### src/rtl/nibble_tx_pkg.sv
// nibble_tx_pkg: shared state encoding and line levels for nibble_serial_tx.
package nibble_tx_pkg;
    typedef enum logic [2:0] {IDLE, START, DATA, PARITY, STOP} tx_state_e;
    localparam logic IDLE_LEVEL  = 1'b1;
    localparam logic START_LEVEL = 1'b0;
    localparam logic STOP_LEVEL  = 1'b1;
endpackage

### src/rtl/tx_shift_reg.sv
// tx_shift_reg: load/rotate register holding the word being sent.
// The word_xor port exists only when NIBBLE_TX_PARITY_EN is defined.
module tx_shift_reg #(
    parameter int WIDTH = 4
) (
    input  logic             clk,
    input  logic             reset,
    input  logic             load,
    input  logic             shift,
    input  logic [WIDTH-1:0] din,
    output logic             bit0
`ifdef NIBBLE_TX_PARITY_EN
    ,
    output logic             word_xor
`endif
);
    logic [WIDTH-1:0] q;
    // Rotating rather than shifting keeps the word intact for the parity bit.
    always_ff @(posedge clk) begin
        if (reset) q <= '0;
        else if (load) q <= din;
        else if (shift) q <= (q >> 1) | (q << (WIDTH - 1));
    end
    assign bit0 = q[0];
`ifdef NIBBLE_TX_PARITY_EN
    assign word_xor = ^q;
`endif
endmodule

### src/rtl/nibble_serial_tx.sv
// nibble_serial_tx: framed parallel-in serial-out transmitter (start, LSB-first data, stop).
// Defining NIBBLE_TX_PARITY_EN inserts an even-parity bit between data and stop.
module nibble_serial_tx
    import nibble_tx_pkg::*;
#(
    parameter int WIDTH     = 4,
    parameter int BIT_TICKS = 4
) (
    input  logic             clk,
    input  logic             reset,
    input  logic [WIDTH-1:0] tx_data,
    input  logic             tx_valid,
    output logic             tx_ready,
    output logic             tx_line,
    output logic             busy,
    output logic             done
);
    localparam int TW = BIT_TICKS > 1 ? $clog2(BIT_TICKS) : 1;
    localparam int BW = WIDTH > 1 ? $clog2(WIDTH) : 1;
    tx_state_e state, state_n;
    logic [TW-1:0] tick, tick_n;
    logic [BW-1:0] bit_cnt, bit_n;
    logic load, shift, tick_end, data_bit, line_n;
`ifdef NIBBLE_TX_PARITY_EN
    logic parity_bit;
`endif
    tx_shift_reg #(.WIDTH(WIDTH)) u_sr (
        .clk      (clk),
        .reset    (reset),
        .load     (load),
        .shift    (shift),
        .din      (tx_data),
        .bit0     (data_bit)
`ifdef NIBBLE_TX_PARITY_EN
        ,
        .word_xor (parity_bit)
`endif
    );
    assign tick_end = tick == TW'(BIT_TICKS - 1);
    always_comb begin
        state_n = state;
        bit_n   = bit_cnt;
        load    = 1'b0;
        shift   = 1'b0;
        tick_n  = (state == IDLE || tick_end) ? '0 : tick + 1'b1;
        case (state)
            IDLE:  if (tx_valid && tx_ready) begin
                state_n = START;
                load    = 1'b1;
            end
            START: if (tick_end) begin
                state_n = DATA;
                bit_n   = '0;
                shift   = 1'b1;
            end
            DATA:  if (tick_end) begin
                if (bit_cnt == BW'(WIDTH - 1)) begin
`ifdef NIBBLE_TX_PARITY_EN
                    state_n = PARITY;
`else
                    state_n = STOP;
`endif
                end else begin
                    bit_n = bit_cnt + 1'b1;
                    shift = 1'b1;
                end
            end
`ifdef NIBBLE_TX_PARITY_EN
            PARITY: if (tick_end) state_n = STOP;
`endif
            STOP:  if (tick_end) state_n = IDLE;
            default: state_n = IDLE;
        endcase
        // Each data bit is captured from bit 0 on the same edge that rotates it away.
        line_n = (state_n == START) ? START_LEVEL : (state_n == IDLE) ? IDLE_LEVEL : STOP_LEVEL;
`ifdef NIBBLE_TX_PARITY_EN
        if (state_n == PARITY) line_n = parity_bit;
`endif
        if (state_n == DATA) line_n = shift ? data_bit : tx_line;
    end
    always_ff @(posedge clk) begin
        if (reset) begin
            state    <= IDLE;
            tick     <= '0;
            bit_cnt  <= '0;
            tx_line  <= IDLE_LEVEL;
            tx_ready <= 1'b1;
            busy     <= 1'b0;
            done     <= 1'b0;
        end else begin
            state    <= state_n;
            tick     <= tick_n;
            bit_cnt  <= bit_n;
            tx_line  <= line_n;
            tx_ready <= state_n == IDLE;
            busy     <= state_n != IDLE;
            done     <= state_n == STOP && tick_n == TW'(BIT_TICKS - 1);
        end
    end
endmodule

### config.mk
export PLATFORM = sky130hd
export DESIGN_NAME = nibble_serial_tx
export DESIGN_NICKNAME = d
export VERILOG_FILES = /design/src/rtl/nibble_tx_pkg.sv /design/src/rtl/tx_shift_reg.sv /design/src/rtl/nibble_serial_tx.sv
export SDC_FILE = /design/constraint.sdc
export NUM_CORES = 1
export LEC_CHECK = 0
export ABC_CLOCK_PERIOD_IN_PS = 1800
export CAP_MARGIN = 20
export CORE_MARGIN = 2
export CORE_UTILIZATION = 51
export DETAILED_ROUTE_END_ITERATION = 8
export PLACE_DENSITY = 0.76
export SLEW_MARGIN = 0
export SYNTH_ARGS = -nofsm -noshare
export SYNTH_HDL_FRONTEND = slang
export SYNTH_HIERARCHICAL = 1
export SYNTH_SLANG_ARGS = --single-unit
### constraint.sdc
create_clock -name clk -period 1.8 [get_ports clk]
set_input_delay 0.36 -clock clk [delete_from_list [all_inputs] [get_ports clk]]
set_output_delay 0.36 -clock clk [all_outputs]
set_load 0.02 [all_outputs]
* Word-level counts from Yosys, hierarchy flattened *
Cells that the tools add are included.

operators by class
  add/subtract/negate cells = 2
  equal/unequal tests = 13
  mux-type cells = 22
  bitwise logic cells = 1
  reduce and logical (&&, ||, !) cells = 9

operator list
  kind                                           count
  two-way mux 3 bit                              5
  case mux 3 bit (4 select lines)                1
  two-way mux 1 bit                              8
  two-way mux 2 bit                              4
  two-way mux 4 bit                              2
  inequality test 2 bit, second input constant   4
  == test 2 bit, second input constant           3
  == test 3 x 1 -> 1 bit, second input constant  2
  == test 3 x 2 -> 1 bit, second input constant  2
  == test 3 bit, second input constant           2
  zero test 3 bit                                2
  adder 2 x 1 -> 2 bit, second input constant    2
  OR 3 x 4 -> 4 bit                              1
  case mux 2 bit (2 select lines)                1
  AND reduction 4 bit                            1
  nonzero test 2 bit                             2
  nonzero test 3 bit                             1
  logical AND 1 bit                              2
  case mux 1 bit (2 select lines)                1
  logical OR 1 bit                               1

storage, ports and cells
  register bits = 15
  input bits = 7
  output and inout port bits = 4
  logic and storage cells = 55

* Logic depth before layout (Yosys ltp) *
  depth after elaboration = 7
  gate-level depth with buffers = 6
  gate-level depth less buffers = 5

* By module *
The synthesis kept the hierarchy.

modules (own cells, without submodules)
  module            instances  cells an instance  area an instance (um^2)  seq. area each (um^2)
  nibble_serial_tx  1          58                 554.3                    220.2
  tx_shift_reg      1          18                 190.2                    80.1

* Worst setup path after synthesis *
Ideal clock, no wire load.

  path kind = register to register
  from = register bit_cnt[0]
  to = register u_sr.q[3]
  library setup time = 0.123 ns
  data arrival time = 1.322 ns
  data required time = 1.677 ns
  setup slack = 0.356 ns
  stages on the path, launching flop included = 7
  buffers on the path = 1
  clock period less this slack = 1.444 ns
  cells stage by stage = dfxtp_1 -> ha_1 -> nor3b_4 -> o211a_4 -> buf_6 -> mux2i_1 -> a211oi_1

on the way
  cells in the longest elaborated chain, start to end = 5

ends and longest elaborated chain
  element                          RTL line                text
  from (decl)                      nibble_serial_tx.sv:22  logic [BW-1:0] bit_cnt, bit_n;
  from (signal assigned)           nibble_serial_tx.sv:93  bit_cnt <= bit_n;
  == test 2 bit                    nibble_serial_tx.sv:57  if (bit_cnt == BW'(WIDTH - 1)) begin
  two-way mux 1 bit                nibble_serial_tx.sv:57
  two-way mux 1 bit                nibble_serial_tx.sv:56  DATA: if (tick_end) begin
  case mux 1 bit (2 select lines)  nibble_serial_tx.sv:46  case (state)
  via shift                        nibble_serial_tx.sv:23  logic load, shift, tick_end, data_bit, line_n;
  nonzero test 2 bit (no line)     -
  to (signal assigned)             tx_shift_reg.sv:21      else if (load) q <= din;
  to (signal assigned)             tx_shift_reg.sv:22      else if (shift) q <= (q >> 1) | (q << (WIDTH - 1));
  to (decl)                        tx_shift_reg.sv:17      logic [WIDTH-1:0] q;

The timed path passes the listed nets, and every way through them passes these cells.
A chain may end at the register's enable or synchronous reset.

* Worst setup path in the final report *
  from = register tx_line
  to = output port tx_line

RTL lines
  element                 RTL line                text
  from (decl)             nibble_serial_tx.sv:14  output logic tx_line,
  from (signal assigned)  nibble_serial_tx.sv:94  tx_line <= line_n;

No word-level cell between the ends.

==> results.md <==
- DR WL met3: 56 um
- RR Endpoint: u_sr/q[2]$_SDFFE_PP0P_
- Most frequent cells in the layout: dfxtp_1, clkdlybuf4s50_1, nor2_1, mux2i_1, nor2b_1
- Clk buf depth: 2
- # nets final: 97
- Status: complete, no violations
- Syn Std Cell Area: 744 um2
- Hold Path End: bit_cnt[1]$_SDFFE_PP0P_
- Hold slack: 0.512 ns
- Slew HR: 0.690
- Critical path depth in cells: 1
- Critical path launch point type: register
- Top Layer Used: met3
- Fin util: 0.639
- Critical Path AT: 1.23 ns
- Reg clk slew, reported paths: 0.08 ns
- CTS resizes: 0
- DRT Pass-1 Iters: 4
- Max_cap viols: 0
- Post-DP HPWL: 966 um
- Sink Count: 15
- Die W: 42.2 um
- Power, Total: 0.631 mW
- Total GRT Usage: 0.162
- Placement Cell Area: 826 um2
- Final Setup Violations: 0
- Via density: 5.50
- I/O Buffers: 10
- Worst path required time: 1.44 ns
- Most common cell after layout, fill and taps aside: dfxtp_1
- Slew @ Worst Pin: 0.464 ns
- PwrDens: 740 nW/um2
- Starting Density: 0.558
- Synth Instances: 76
- # rows: 13
- Synth warn: 6
- Primary FF master, synth: dfxtp_1
- Slowest stage cell, crit path: clkdlybuf4s50_1
- IO Count: 11
- Reg2Reg Setup Slack: 0.26 ns
- Skew final: 0.00298 ns
- # DRC: 0
- CTS tree: yes
- Initial antenna violation count: 0
- Die ar.: 1780 um2
- Antenna viol nets, final: 0
- Final Hold Fails: 0
- Leakage: 0.314 nW
- H-tree depth: 1
- Post-Syn Nets: 86
- Core area: 1330 um2
- GPL Wtd Cong: 0.760
- N_diodes: 0
- Unrepaired setup endpoints after global routing: false
- Hold depth: 2
- Worst min path class: reg -> reg
- Number of distinct library cells after synthesis: 27
- Largest net degree at the start of global routing: 15
- Cts bufs inserted: 3
- Max VDD drop: 0.452 mV
- Initial drt markers: 5
- Cell family with most CP delay: buffers and inverters
- Reg2reg start: bit_cnt[0]$_SDFFE_PP0P_
- CTS Root Buffer Type: clkbuf_4
- TNS Setup: 0 ns
- Design area: 852 um2
- Setup Buffers After CTS: 0
- #FFs+latches synth: 15
- GRT Residual Overflow: 0
- DR WL met2: 583 um
- Minimum clock period: 1.59 ns
- Max FO, Critical Path: 2
- Buf/Inv on CP: 1
- DR vias: 556
- DRT met1 WL: 630 um
- Cells on worst reg2reg path: 5
- Vias in the first global route: 490
- Die H: 42.2 um
- Post-synthesis async set-or-reset flop share: 0
- Worst-skew pair later-pin latency: 0.28 ns
- Syn_area_per_cell: 9.80 um2
- CP Capture Type: output pin
- Fmax: 0.628 GHz
- Hold Buf Count CTS: 0
- Final period utilization: 0.885
- Worst hold start: bit_cnt[1]$_SDFFE_PP0P_
- Seq/Total Area, Yosys: 0.403
- Ratio of cells with drive above 1 in the final layout: 0.0814
- First-pass GRT wire length: 2110 um
- Area Growth Syn to Fin: 14.5%
- Slew Limit Fails: 0
- Post-synth EDFFs: 0
- CP cell instances: clkdlybuf4s50_1
- Critical path class: reg -> out
- Final WL: 1270 um
- Slowest stage delay, CP: 0.61 ns
- DR WL/cell: 12.6 um
logic make-up (layout without fill, tap and decap cells):
logic type | after synthesis | after routing | share of synthesized area
muxes | 6 | 6 | 0.0807
AOI/OAI and AO/OA | 15 | 15 | 0.161
DFF | 15 | 15 | 0.403
and+or+nand+nor | 31 | 31 | 0.244
adders and majority gates | 3 | 3 | 0.0504
buffers and inverters | 6 | 16 | 0.0605
stage by stage:
step | worst slack, ns | instances
2_1_floorplan | 0.356 | 76
3_3_place_gp | 0.269 | 97
3_5_place_dp | 0.237 | 97
4_1_cts | 0.196 | 101
5_1_grt | 0.151 | 101
6_report | 0.208 | 101
per-layer routing:
metal / global-route usage / vias up
li1: - / 288
met5: 0 / -
met4: 0.0563 / 0
met3: 0.0776 / 0
met1: 0.198 / 258
met2: 0.246 / 10
flip-flops by register name, summed over array words and instances (netlist names):
| name | count |
|---|---|
| tx_ready | 1 |
| u_sr/q | 4 |
| bit_cnt | 2 |
| tx_line | 1 |
| done | 1 |
| busy | 1 |
| tick | 2 |
| state | 3 |
worst max-delay path by stage:
| stage | start | to | slack, ns |
|---|---|---|---|
| after global placement | reset | done$_SDFF_PP0_ | 0.27 |
| after detailed placement | reset | tx_line$_SDFFE_PP1P_ | 0.24 |
| final | tx_line$_SDFFE_PP1P_ | tx_line | 0.21 |
| after floorplan | bit_cnt[0]$_SDFFE_PP0P_ | u_sr/q[3]$_SDFFE_PP0P_ | 0.36 |
| after global routing | tx_ready$_SDFF_PP1_ | tx_ready | 0.15 |
| after CTS | tx_ready$_SDFF_PP1_ | tx_ready | 0.20 |
cell type report:
| class | count | area (um2) |
|---|---|---|
| tap | 15 | 18.8 |
| multi-input combinational | 55 | 399 |
| fill | 127 | 482 |
| timing repair buffer | 10 | 100 |
| inverter | 2 | 7.51 |
| clock buffer | 4 | 26.3 |
| sequential | 15 | 300 |
synthesized netlist by cell type, types with 2 or more instances:
cell       count  area [um2]
a31oi_1        2        12.5
mux2i_1        6        60.1
inv_1          2        7.51
buf_6          3        33.8
a211oi_1       4        30.0
nor3_1         4        20.0
a2bb2oi_1      2        17.5
ha_1           3        37.5
nor2b_1        6        37.5
nand2_1        5        18.8
nor2_1         8        30.0
o21ai_0        2        10.0
dfxtp_1       15         300
where the power goes:
| part | total, mW | switching, mW | internal (mW) |
|---|---|---|---|
| registers | 0.365 | 0.0149 | 0.350 |
| clock network | 0.183 | 0.0970 | 0.0860 |
| logic | 0.0830 | 0.0372 | 0.0458 |
| total | 0.631 | 0.149 | 0.482 |
worst min-delay path, delay by kind of cell, from the launching register on:
kind | cells | cell delay [ns]
simple gates | 1 | 0.07
compound gates | 1 | 0.07
flops | 1 | 0.34
(Power assumes the default switching activity.)
